## src/rtl/instruction_fetch.sv

```systemverilog
// Instruction fetch stage: program counter, word-addressed instruction memory
// with a program-load port, and one registered instruction slot per cycle.
module instruction_fetch #(
  parameter int          ADDR_W   = 6,
  parameter logic [31:0] RESET_PC = 32'h0000_0000,
  parameter logic [31:0] NOP      = 32'h0000_0013
) (
  input  logic              clock,
  input  logic              reset,
  input  logic              stall,
  input  logic              redirect,
  input  logic [31:0]       redirect_pc,
  input  logic              prog_we,
  input  logic [ADDR_W-1:0] prog_addr,
  input  logic [31:0]       prog_data,
  output logic [31:0]       instruction_code,
  output logic [31:0]       pc_out,
  output logic              valid,
  output logic              fault
);

  localparam int DEPTH = 1 << ADDR_W;

  localparam logic [0:0] ST_RUN   = 1'b0;
  localparam logic [0:0] ST_FAULT = 1'b1;

  logic [31:0]       mem [DEPTH];
  logic [31:0]       pc;
  logic [0:0]        state;
  logic [ADDR_W-1:0] fetch_idx;
  logic              misaligned;

  // PCs beyond the array alias modulo depth by dropping the upper bits.
  assign fetch_idx  = pc[ADDR_W+1:2];
  assign misaligned = redirect_pc[1:0] != 2'b00;
  assign fault      = state == ST_FAULT;

  // NOTE: the memory has no reset so it maps onto RAM; writes are accepted even
  // while reset is asserted, which is how programs are loaded.
  always_ff @(posedge clock) begin
    if (prog_we) begin
      mem[prog_addr] <= prog_data;
    end
  end

  // NOTE: non-blocking assignments give read-before-write on a same-word
  // write and fetch, since the read below sees the pre-edge memory contents.
  always_ff @(posedge clock or posedge reset) begin
    if (reset) begin
      pc               <= RESET_PC;
      instruction_code <= NOP;
      pc_out           <= 32'h0;
      valid            <= 1'b0;
      state            <= ST_RUN;
    end else begin
      case (state)
        ST_RUN: begin
          if (redirect && misaligned) begin
            state            <= ST_FAULT;
            valid            <= 1'b0;
            instruction_code <= NOP;
          end else if (redirect) begin
            // Redirect flushes the slot and wins over stall.
            pc               <= redirect_pc;
            valid            <= 1'b0;
            instruction_code <= NOP;
          end else if (!stall) begin
            instruction_code <= mem[fetch_idx];
            pc_out           <= pc;
            valid            <= 1'b1;
            pc               <= pc + 32'd4;
          end
        end
        default: begin
          // Absorbing: only reset leaves the fault state.
          valid            <= 1'b0;
          instruction_code <= NOP;
        end
      endcase
    end
  end

endmodule
```

## config.mk

```make
export PLATFORM = sky130hd
export DESIGN_NAME = instruction_fetch
export DESIGN_NICKNAME = d
export VERILOG_FILES = /design/src/rtl/instruction_fetch.sv
export SDC_FILE = /design/constraint.sdc
export NUM_CORES = 2
export LEC_CHECK = 0
export ABC_CLOCK_PERIOD_IN_PS = 3950
export CAP_MARGIN = 15
export CORE_UTILIZATION = 35
export CTS_CLUSTER_DIAMETER = 40
export DETAILED_ROUTE_END_ITERATION = 6
export DONT_BUFFER_PORTS = 1
export PLACE_DENSITY = 0.51
export SLEW_MARGIN = 20
export SYNTH_ARGS = -nofsm -noshare
export SYNTH_HDL_FRONTEND = slang
export SYNTH_SLANG_ARGS = --single-unit
```

## constraint.sdc

```tcl
create_clock -name clock -period 3.95 [get_ports clock]
set_input_delay 0.79 -clock clock [delete_from_list [all_inputs] [get_ports clock]]
set_output_delay 0.79 -clock clock [all_outputs]
set_load 0.02 [all_outputs]
```

==> impl_results.md <==
- Status: completed
- Via/cell ratio: 5.52
- Final hold violations: 0
- Initial Utilization: 35.3%
- Clock skew: 0.0669 ns
- Reg2reg start: pc[2]
- Min-delay src: prog_data[10]
- Area of the mapped netlist: 0.0825 sq mm
- R2R Setup Slk: 0.75 ns
- Largest stage delay, worst path: 0.87 ns
- Die Ht: 487 um
- Min-Delay Path Depth: 0
- Fin nets: 4156
- Synth area leaders: edfxtp_1 (75%), mux4_2 (15%), dfrtp_1 (2.9%)
- Fmax: 313 MHz
- Vias in the first global route: 42000
- Crit path buf inv count: 2
- Hold Crit Endpoint: mem[50][10]
- Grt met2 use: 33.0%
- Root Buffer: clkbuf_16
- Area growth from synthesis to layout: 21.9%
- RSZ-0062 raised after global routing: false
- DRC: 0
- WL/cell: 32.8 um
- PwrDens: 616 mW/mm^2
- Hold Buf Count CTS: 37
- CP required: 4.68 ns
- Startpoint Class: flop
- Post-synth top cells: edfxtp_1 (2048), mux4_2 (560), nand2_1 (161)
- Post-synth ARST share: 4.57%
- Rows: 177
- Main flop type after synthesis: edfxtp_1
- Gpl congestion: 0.791
- Setup CP Type: flop to flop
- Worst setup path start: pc[2]
- Worst path cell trace: buf_12, buf_4, mux4_2, mux2i_1, nor2_1, o311ai_0, nand2_1
- Met1 Track Usage GR: 29.3%
- # IOs: 141
- Clk_lat worst skew: 0.93 ns
- Crit path DAT: 3.93 ns
- Number of flops mapped to enable cells by yosys: 2048
- Worst-case clock buffer depth: 4
- Final setup fails: 0
- Total Die Area: 0.238 sq mm
- Die Wd: 487 um
- Maximum level of the CTS H-tree: 5
- Fin crit share: 81.0%
- Clock share of power: 48.2%
- Hold crit path type: input port to flop
- Share of the synthesized area in the top cell type: 74.6%
- Synthesis-stage register bit count: 2146
- DR vias: 41300
- Min Tclk post-route: 3.20 ns
- CTS tree: done
- Crit end category: flop
- DP Cell Count: 6832
- PostCTS Resize Cnt: 0
- Hpwl dp: 139000 um
- Fin. max-slew vios: 0
- CP max-delay cell: dfrtp_4
- Layout cell share with drive strength beyond 1: 33.8%
- Rel. slew slack: 27.6%
- Sink Count: 2146
- Comb pwr share: 10.7%
- Pin count of the biggest net entering global routing: 78
- Starting DRT DRC Count: 4560
- Core box area: 0.233 sq mm
- Sequential area share after synthesis: 77.6%
- Grt peak-use layer: met2
- Initial antenna violation count: 10
- Post-Syn Nets: 3770
- Maxcap violations: 0
- R2R Path End: instruction_code[16]
- Crit path max-delay family: flip-flops
- I/O Buffers: 0
- Net Switching: 0.0146 W
- Synth Instances: 3694
- Max VDD drop: 0.359 mV
- Count leader, synth: edfxtp_1
- Switching share of power: 23.6%
- FF-to-FF path depth: 7
- First-pass GRT wire length: 342000 um
- Post-route insts no fill: 7483
- Met3 Use GR: 4.39%
- Yosys cell types: 57
- Flop pwr share: 41.1%
- CTS Buf Count: 341
- Final TNS setup: 0 ns
- Area leader, netlist: edfxtp_1
- Setup repair bufs after CTS: 0
- Post-DRT Antenna Nets: 0
- Total number of yosys warnings: 0
- Slew @ Worst Pin: 1.08 ns
- Post-Route WL: 246000 um
- All-Layer GR Usage: 20.8%
- Avg Inst Size Synth: 22.3 sq um
- DR pass1 iterations: 7
- Worst-path clk slew: 0.06 ns
- P_leak: 32.0 nW
- Grt ovf: 0
- Critical path fanouts, max: 23
- Internal: 0.0473 W
-- per-stage QoR --
step	util, %	cell area [sq um]	hold WS (ns)	total power, W	setup WS [ns]
2_1_floorplan	-	82500	0.430	0.0304	0.000787
3_3_place_gp	37.8	88100	0.447	0.0322	0.531
3_5_place_dp	37.8	88200	0.449	0.0322	0.632
4_1_cts	43.1	100000	0.00396	0.0625	0.626
5_1_grt	43.1	100000	0.00591	0.0638	0.516
6_report	43.1	100000	0.101	0.0619	0.751
-- power groups by stage --
stage	registers [W]	logic (W)	clock network, W
6_report	0.0255	0.00660	0.0298
5_1_grt	0.0255	0.00704	0.0313
4_1_cts	0.0255	0.00672	0.0303
2_1_floorplan	0.0257	0.00468	0
3_5_place_dp	0.0259	0.00630	0
3_3_place_gp	0.0259	0.00629	0
-- layout make-up --
type / instances / area (sq um)
inverters: 9 / 40.0
clock buffers: 380 / 8930
repair buffers: 248 / 3120
clock inverters: 231 / 2530
diodes: 3 / 7.51
fillers: 20100 / 133000
well taps: 3132 / 3920
flip-flops and latches: 2146 / 64000
multi-input cells: 1334 / 18000
-- kinds of logic after synthesis --
logic type	after synthesis	share of synthesized area [%]
AOI/OAI and AO/OA	229	1.86
adders and majority gates	1	0.0152
buffers and inverters	214	1.24
DFF	2146	77.6
muxes	717	17.2
and+or+nand+nor	387	2.10
-- worst reg2reg max path, stage by stage (launching register included) --
cell and delay (ns):
dfrtp_4 0.87, buf_12 0.25, buf_4 0.23, mux4_2 0.52
mux2i_1 0.14, nor2_1 0.06, o311ai_0 0.87, nand2_1 0.10
-- state kept, by name, indices dropped and copies added, names as in the netlist --
signal,cells
pc,32
valid,1
fault,1
pc_out,32
mem,2048
instruction_code,32
-- per-layer routing --
| layer | wire length, um | vias up | part of all wire [%] |
|---|---|---|---|
| met5 | 0 | - | 0 |
| met4 | 4540 | 0 | 1.8 |
| met3 | 18200 | 328 | 7.4 |
| met2 | 117000 | 1700 | 47 |
| met1 | 106000 | 22700 | 43 |
| li1 | - | 16600 | - |
-- placed cells by master, fill, tap and decap left out, drive strengths merged, types with 5 or more instances in the layout --
cell type	count
nor2	105
dlygate4sd3	6
mux4	560
a22oi	21
nand2b	7
clkinvlp	38
buf	242
a21oi	41
and3	5
bufinv	37
clkbuf	380
nand3	40
o211ai	25
o21ai	44
o311ai	7
nand4	16
clkinv	102
a221oi	24
mux2i	139
mux2	18
nand3b	5
inv	63
o22ai	37
and2	5
dfrtp	95
nand2	161
edfxtp	2048
nor2b	8
nor3	18
nor4	6
-- worst max-delay path by stage --
stage | to | slack [ns] | depth (start not counted)
global placement | instruction_code[16] | 0.53 | 7
detailed placement | instruction_code[16] | 0.63 | 7
CTS | instruction_code[16] | 0.63 | 7
global route | instruction_code[16] | 0.52 | 7
finish | instruction_code[16] | 0.75 | 7
floorplan | mem[48][0] | 0.0008 | 4
Note: power is estimated with default switching activity, not from simulation.
